**src/rtl/tune_if.sv**
```systemverilog
// Beat/enable controls in, audio tone and play status out.
interface tune_if;
  logic       beat;
  logic       enable;
  logic       tone;
  logic [2:0] note_idx;
  logic       playing;

  modport master (
    output beat,
    output enable,
    input  tone,
    input  note_idx,
    input  playing
  );

  modport slave (
    input  beat,
    input  enable,
    output tone,
    output note_idx,
    output playing
  );
endinterface

```
**src/rtl/tune_player.sv**
```systemverilog
// Steps through an 8-note table on each rising edge of a slow beat and
// drives a square-wave tone at the selected pitch. Entry 7 is a rest.
module tune_player #(
  parameter int DIV_SHIFT = 0
) (
  input  logic clk,
  input  logic rst,
  tune_if.slave bus
);

  localparam logic [1:0] IDLE = 2'd0;
  localparam logic [1:0] PLAY = 2'd1;
  localparam logic [1:0] REST = 2'd2;

  // Half-period of each note in clk cycles; zero marks the rest.
  localparam logic [15:0] NOTE_TABLE [8] = '{
    16'd47778, 16'd42566, 16'd37922, 16'd35793,
    16'd31888, 16'd28409, 16'd25310, 16'd0
  };

  logic [15:0] half_tab [8];

  for (genvar gi = 0; gi < 8; gi++) begin : g_half
    assign half_tab[gi] = NOTE_TABLE[gi] >> DIV_SHIFT;
  end

  logic [1:0]  state_reg;
  logic [2:0]  note_idx_reg;
  logic        tone_reg;
  logic        playing_reg;
  logic [15:0] div_reg;
  logic        b1_reg;
  logic        b2_reg;

  logic        rise;
  logic [2:0]  next_idx;
  logic [15:0] cur_h;
  logic [15:0] next_h;

  assign rise     = b1_reg & ~b2_reg;
  assign next_idx = note_idx_reg + 3'd1;
  assign cur_h    = half_tab[note_idx_reg];
  assign next_h   = half_tab[next_idx];

  // Beat edge detector; keeps sampling in every state so re-enable sees no stale edge.
  always_ff @(posedge clk or negedge rst) begin
    if (!rst) begin
      b1_reg <= 1'b0;
      b2_reg <= 1'b0;
    end else begin
      b1_reg <= bus.beat;
      b2_reg <= b1_reg;
    end
  end

  // Play/rest/idle sequencing with the tone divider; a low enable overrides a beat edge.
  always_ff @(posedge clk or negedge rst) begin
    if (!rst) begin
      state_reg    <= IDLE;
      note_idx_reg <= 3'd0;
      tone_reg     <= 1'b0;
      playing_reg  <= 1'b0;
      div_reg      <= 16'd0;
    end else begin
      case (state_reg)
        IDLE: begin
          tone_reg <= 1'b0;
          if (bus.enable) begin
            state_reg   <= (cur_h == 16'd0) ? REST : PLAY;
            div_reg     <= cur_h - 16'd1;
            playing_reg <= 1'b1;
          end else begin
            playing_reg <= 1'b0;
          end
        end
        PLAY, REST: begin
          if (!bus.enable) begin
            state_reg   <= IDLE;
            tone_reg    <= 1'b0;
            playing_reg <= 1'b0;
          end else if (rise) begin
            // New note always starts from a clean low phase and a full half-period.
            note_idx_reg <= next_idx;
            div_reg      <= next_h - 16'd1;
            tone_reg     <= 1'b0;
            state_reg    <= (next_h == 16'd0) ? REST : PLAY;
          end else if (state_reg == PLAY) begin
            if (div_reg == 16'd0) begin
              tone_reg <= ~tone_reg;
              div_reg  <= cur_h - 16'd1;
            end else begin
              div_reg <= div_reg - 16'd1;
            end
          end else begin
            // Rest: tone silent, divider frozen.
            tone_reg <= 1'b0;
          end
        end
        default: begin
          state_reg   <= IDLE;
          tone_reg    <= 1'b0;
          playing_reg <= 1'b0;
        end
      endcase
    end
  end

  assign bus.tone     = tone_reg;
  assign bus.note_idx = note_idx_reg;
  assign bus.playing  = playing_reg;

endmodule

```
**src/flat_wrapper.sv**
```systemverilog
// flat-port wrapper written by rule: the top's interface ports become plain ports
module tune_player_flat 
#(
  parameter int DIV_SHIFT = 0
)
  (clk, rst, bus_beat, bus_enable, bus_tone, bus_note_idx, bus_playing);
  tune_if bus_i ();
  input  logic clk;
  input  logic rst;
  input wire logic [$bits(bus_i.beat)-1:0] bus_beat;
  input wire logic [$bits(bus_i.enable)-1:0] bus_enable;
  output wire logic [$bits(bus_i.tone)-1:0] bus_tone;
  output wire logic [$bits(bus_i.note_idx)-1:0] bus_note_idx;
  output wire logic [$bits(bus_i.playing)-1:0] bus_playing;
  assign bus_i.beat = bus_beat;
  assign bus_i.enable = bus_enable;
  assign bus_tone = bus_i.tone;
  assign bus_note_idx = bus_i.note_idx;
  assign bus_playing = bus_i.playing;
  tune_player #(.DIV_SHIFT(DIV_SHIFT)) u_core (.clk(clk), .rst(rst), .bus(bus_i));
endmodule
```
**config.mk**
```make
export PLATFORM = sky130hd
export DESIGN_NAME = tune_player_flat
export DESIGN_NICKNAME = d
export VERILOG_FILES = /design/src/rtl/tune_if.sv /design/src/rtl/tune_player.sv /design/src/flat_wrapper.sv
export SDC_FILE = /design/constraint.sdc
export NUM_CORES = 1
export LEC_CHECK = 0
export ABC_AREA = 1
export CORE_AREA = 2 2 91 75
export CTS_CLUSTER_DIAMETER = 50
export DETAILED_ROUTE_END_ITERATION = 8
export DIE_AREA = 0 0 93 77
export GPL_TIMING_DRIVEN = 0
export PLACE_DENSITY = 0.66
export SETUP_SLACK_MARGIN = 0.4
export SLEW_MARGIN = 20
export SYNTH_ARGS = -nofsm -noshare
export SYNTH_HDL_FRONTEND = slang
export SYNTH_SLANG_ARGS = --single-unit
```
**constraint.sdc**
```tcl
create_clock -name clk -period 3.6 [get_ports clk]
set_input_delay 0.36 -clock clk [delete_from_list [all_inputs] [get_ports clk]]
set_output_delay 0.36 -clock clk [all_outputs]
set_load 0.05 [all_outputs]
```
Word-level counts from Yosys, hierarchy flattened
Memories as Yosys holds them, arrays and structs flattened. Cells that the tools add are included. Widths: inputs -> output; s select.

Equal/unequal tests: 8. Add/sub/neg operators: 4. Multiplexer cells: 24. Reductions and logical operators: 9. Order comparisons: 2. Bitwise logic cells: 5.

Operators with widths (count): $mux 16 (9); $logic_not 16->1 (3); $sub 16x1->16 const B (3); $pmux 16 s2 (1); $mux 2 (5); $ge 4x4->1 const B (2); $not 3->4 (2); $mux 1 (7); $ne 2x2->1 const B (3); $ne 5x4->1 const B (1); $pmux 2 s2 (1); $reduce_and 4->1 (1); $add 3x1->3 const B (1); $ne 3x1->1 const B (1); $ne 3x2->1 const B (1); $reduce_and 3->1 (1); $eq 2x1->1 const B (1); $eq 2x2->1 const B (1); $logic_not 2->1 (1); $not 1->1 (2); $pmux 1 s2 (1); $reduce_and 2->1 (1); $reduce_bool 2->1 (1); $reduce_or 2->1 (1); $and 1x1->1 (1).

Memory bits (read-only): 256. Memories kept: 2. Output and inout bits: 5. Logic and storage cells: 61. Bits in registers: 25. Bits of input ports: 4.

Memory list: (no name shown) (depth 8, bits a word 16, read ports 1, clocked after Yosys merged registers in 0, write ports 0, RTL line tune_player.sv:42) `assign cur_h = half_tab[note_idx_reg];`; (no name shown) (depth 8, bits a word 16, read ports 1, clocked after Yosys merged registers in 0, write ports 0, RTL line tune_player.sv:43) `assign next_h = half_tab[next_idx];`.

Logic depth before layout (Yosys ltp)
Depth in word-level cells: 10. Mapped depth: 16.

Worst setup path before layout
No wires, ideal clock.

Path kind: reg2reg. Start: register u_core.note_idx_reg[1], in the netlist u_core.bus.note_idx[1]. End: register u_core.div_reg[12]. Required time: 3484 ps. Period minus slack after synthesis: 2746 ps. Setup time: 116 ps. Slack: 854 ps. Arrival: 2630 ps. Path buffers: 0. Cell stages (with the launch flop): 16. Cell sequence: dfrtp_1 -> inv_1 -> ha_1 -> inv_1 -> o21ai_1 -> inv_1 -> ha_1 -> nand4_2 -> a21oi_2 -> nand2_1 -> xor2_1 -> nand2_1 -> nand2_1 -> nand2_1 -> nand2_1 -> nand2_1.

Cells in the longest elaborated chain, start to end: 10.

Ends and longest elaborated chain: start, declared (RTL line tune_player.sv:28) `logic [2:0] note_idx_reg;`; start signal, assigned (RTL line tune_player.sv:83) `note_idx_reg <= next_idx;`; parallel branches: the longest is 9 deep, another holds $mem_v2 8x16; $pmux 16 s2 * (RTL line tune_player.sv:65) `case (state_reg)`; end signal, assigned (RTL line tune_player.sv:70) `div_reg <= cur_h - 16'd1;`; end signal, assigned (RTL line tune_player.sv:84) `div_reg <= next_h - 16'd1;`; end signal, assigned (RTL line tune_player.sv:90) `div_reg <= cur_h - 16'd1;`; end, declared (RTL line tune_player.sv:31) `logic [15:0] div_reg;`.

Every way passes the cells marked *. The select of a mux whose other input is x is not followed. A chain may end at the register's enable or synchronous reset.

Final worst setup path
Start: register u_core.note_idx_reg[1], in the netlist u_core.bus.note_idx[1]. End: register u_core.div_reg[8].

Same word-level chain as after synthesis.

==> impl_metrics.tcl <==
set metrics [dict create \
    outcome "finished, final reports clean" \
    grt_max_degree 26 \
    synthArstFlopShare_pct 100 \
    avgSynthCellArea_um2 5.95 \
    synth-edff-count 0 \
    io_pins 9 \
    drtIter0Drc 411 \
    critPathLaunchType "flop" \
    antenna_found_initial 0 \
    synthCells 511 \
    ant_nets 0 \
    grt_pass1_wl_mm 15.6 \
    cts.hold.buffers_added 0 \
    rows 26 \
    wire_per_inst_um 15.2 \
    drive_gt1_share_pct 7.27 \
    setup_viol 0 \
    regArea_um2 627 \
    hpwl_mm 7.34 \
    maxCapViolCount 0 \
    arrival_ns 3.05 \
    synth.ff_latch_count 25 \
    synth_nets 538 \
    core_area_um2 6250 \
    ys_top_cells_by_count "150 x nand2_1, 68 x inv_1, 61 x nand3_1" \
    cts_tree "built" \
    fin_setup_tns_ns 0 \
    largest_register_ffs 16 \
    worstSkewPairLatency_ns 0.28 \
    gr-total-overflow 0 \
    synth_cell_types 37 \
    synthToLayoutAreaGrowth_pct 7.57 \
    finalHoldViolations 0 \
    slew_violations 0 \
    crit_path_end_kind "flop" \
    fp.dieW_um 93 \
    yosysTopAreaCell "dfrtp_1" \
    timing.final.ws_setup_ns 0.722 \
    root_buffer "clkbuf_8" \
    netlist_area_um2 3040 \
    grtUsageTotal_pct 27.6 \
    ys.flop_type "dfrtp_1" \
    final_area_um2 3270 \
    via_count 3369 \
    timing.rr.end "u_core.div_reg[8]$_DFFE_PN0P_" \
    clk_path_buf_depth 2 \
    worstSetupPathType "reg2reg" \
    cts_htree_levels 1 \
    die_h_um 77 \
    synth.most_common_cell "nand2_1" \
    yosysWarnings 0 \
    clock_sinks 25 \
    tightest_slew_ns 0.594 \
    place_area_um2 3220 \
    antennaDiodeCount 0 \
    cp.required_ns 3.78 \
    hold_class "in2async" \
    start_util_pct 48.7 \
    place_ws_ns 0.664 \
    dieArea_um2 7160 \
    clock.fmax_ghz 0.348 \
    skew_ns 0.00421 \
    cts_buffers 3 \
    drt-total-wl_mm 9.25 \
    path_clk_slew_ns 0.10 \
    slew_headroom_pct 60.4 \
    io_buffers 8 \
    nets 551 \
    cp_max_fo 10 \
    reg2reg_depth 14 \
    period_minus_slack_ns 2.88 \
    place.gp.congestion 0.941 \
    yosysTopAreaCellShare_pct 20.6 \
    drt_first_pass_iters 5 \
    drc 0 \
    fin_util_pct 52.4 \
    fillers 665 \
    rr_startpoint "u_core.bus.note_idx[1]$_DFFE_PN0P_" \
    multi_input_area_um2 2060 \
    ys_seq_area_share_pct 20.6 \
    rsz0062_at_grt "no" \
    grt_pass1_vias 3100 \
    post-route-period-util_pct 79.9 \
    vias_per_cell 5.55 \
    yosys-top-cells-area "dfrtp_1 21%, nand2_1 19%, nand3_1 10%, ha_1 9.5%, inv_1 8.4%" \
    rrSetupSlack_ns 0.72 \
]
## timing repair
item,4_1_cts,5_1_grt
resized for setup,0,2
setup endpoints to repair,0,3
buffers inserted,0,0
## cell usage in the layout (no fill, tap or decap), drive strengths merged, types with 7 or more instances in the layout
master / n
a21oi: 23
buf: 10
clkbuf: 7
clkdlybuf4s50: 7
dfrtp: 25
ha: 23
inv: 70
nand2: 157
nand3: 62
nand4: 10
nor2: 59
nor3: 8
o21ai: 36
xor2: 7
## metal layers
layer | share of wire, % | track usage [%] | up-vias
met5 | 0 | 0 | -
met4 | 1.7 | 4.56 | 0
met3 | 11 | 5.89 | 16
met2 | 41 | 41.6 | 168
met1 | 46 | 40.9 | 1523
li1 | - | - | 1662
## how the worst max path moves through the flow
stage                                  startpoint                              to  slack, ns  depth (start not counted)
4_1_cts        u_core.bus.note_idx[1]$_DFFE_PN0P_   u_core.div_reg[8]$_DFFE_PN0P_       0.65                         14
6_report       u_core.bus.note_idx[1]$_DFFE_PN0P_   u_core.div_reg[8]$_DFFE_PN0P_       0.72                         14
2_1_floorplan  u_core.bus.note_idx[1]$_DFFE_PN0P_  u_core.div_reg[12]$_DFFE_PN0P_       0.85                         15
3_5_place_dp   u_core.bus.note_idx[1]$_DFFE_PN0P_   u_core.div_reg[8]$_DFFE_PN0P_       0.66                         14
3_3_place_gp   u_core.bus.note_idx[1]$_DFFE_PN0P_   u_core.div_reg[8]$_DFFE_PN0P_       0.60                         14
5_1_grt        u_core.bus.note_idx[1]$_DFFE_PN0P_  u_core.div_reg[12]$_DFFE_PN0P_       0.51                         15
## worst max-delay path, cell delays in order, from the launching register on
cell        delay (ns)
dfrtp_2           0.51
clkinvlp_4        0.22
ha_1              0.32
inv_1             0.07
o21ai_1           0.35
inv_1             0.14
ha_1              0.26
nand4_2           0.14
a21oi_2           0.11
nor2_1            0.11
inv_1             0.07
o21ai_0           0.16
o211ai_1          0.11
nand2_1           0.12
o21ai_0           0.08
## metrics by stage
stage / hold WS (ns) / instances
floorplan: 0.0644 / 511
global route: 0.126 / 607
CTS: 0.100 / 607
detailed placement: 0.368 / 603
finish: 0.0682 / 607
global placement: 0.359 / 603
## area by class of cell
| cell class | count | share of cell area, % |
|---|---|---|
| inverter | 72 | 8.53 |
| timing repair buffer | 8 | 2.29 |
| buffer | 12 | 2.33 |
| sequential | 25 | 19.2 |
| multi-input combinational | 402 | 63.1 |
| tap | 84 | 3.21 |
| clock buffer | 4 | 1.38 |
## logic make-up after synthesis
| logic type | synth area share [%] |
|---|---|
| buffers and inverters | 11.6 |
| flip-flops | 20.6 |
| XOR/XNOR | 2.59 |
| adder cells (fa/ha/maj) | 9.46 |
| AO/OA/AOI/OAI | 12.5 |
| AND/OR/NAND/NOR | 43.4 |
Power is not shown: default switching activity piles up to over one toggle a cycle in this logic, so the estimate is an artifact.
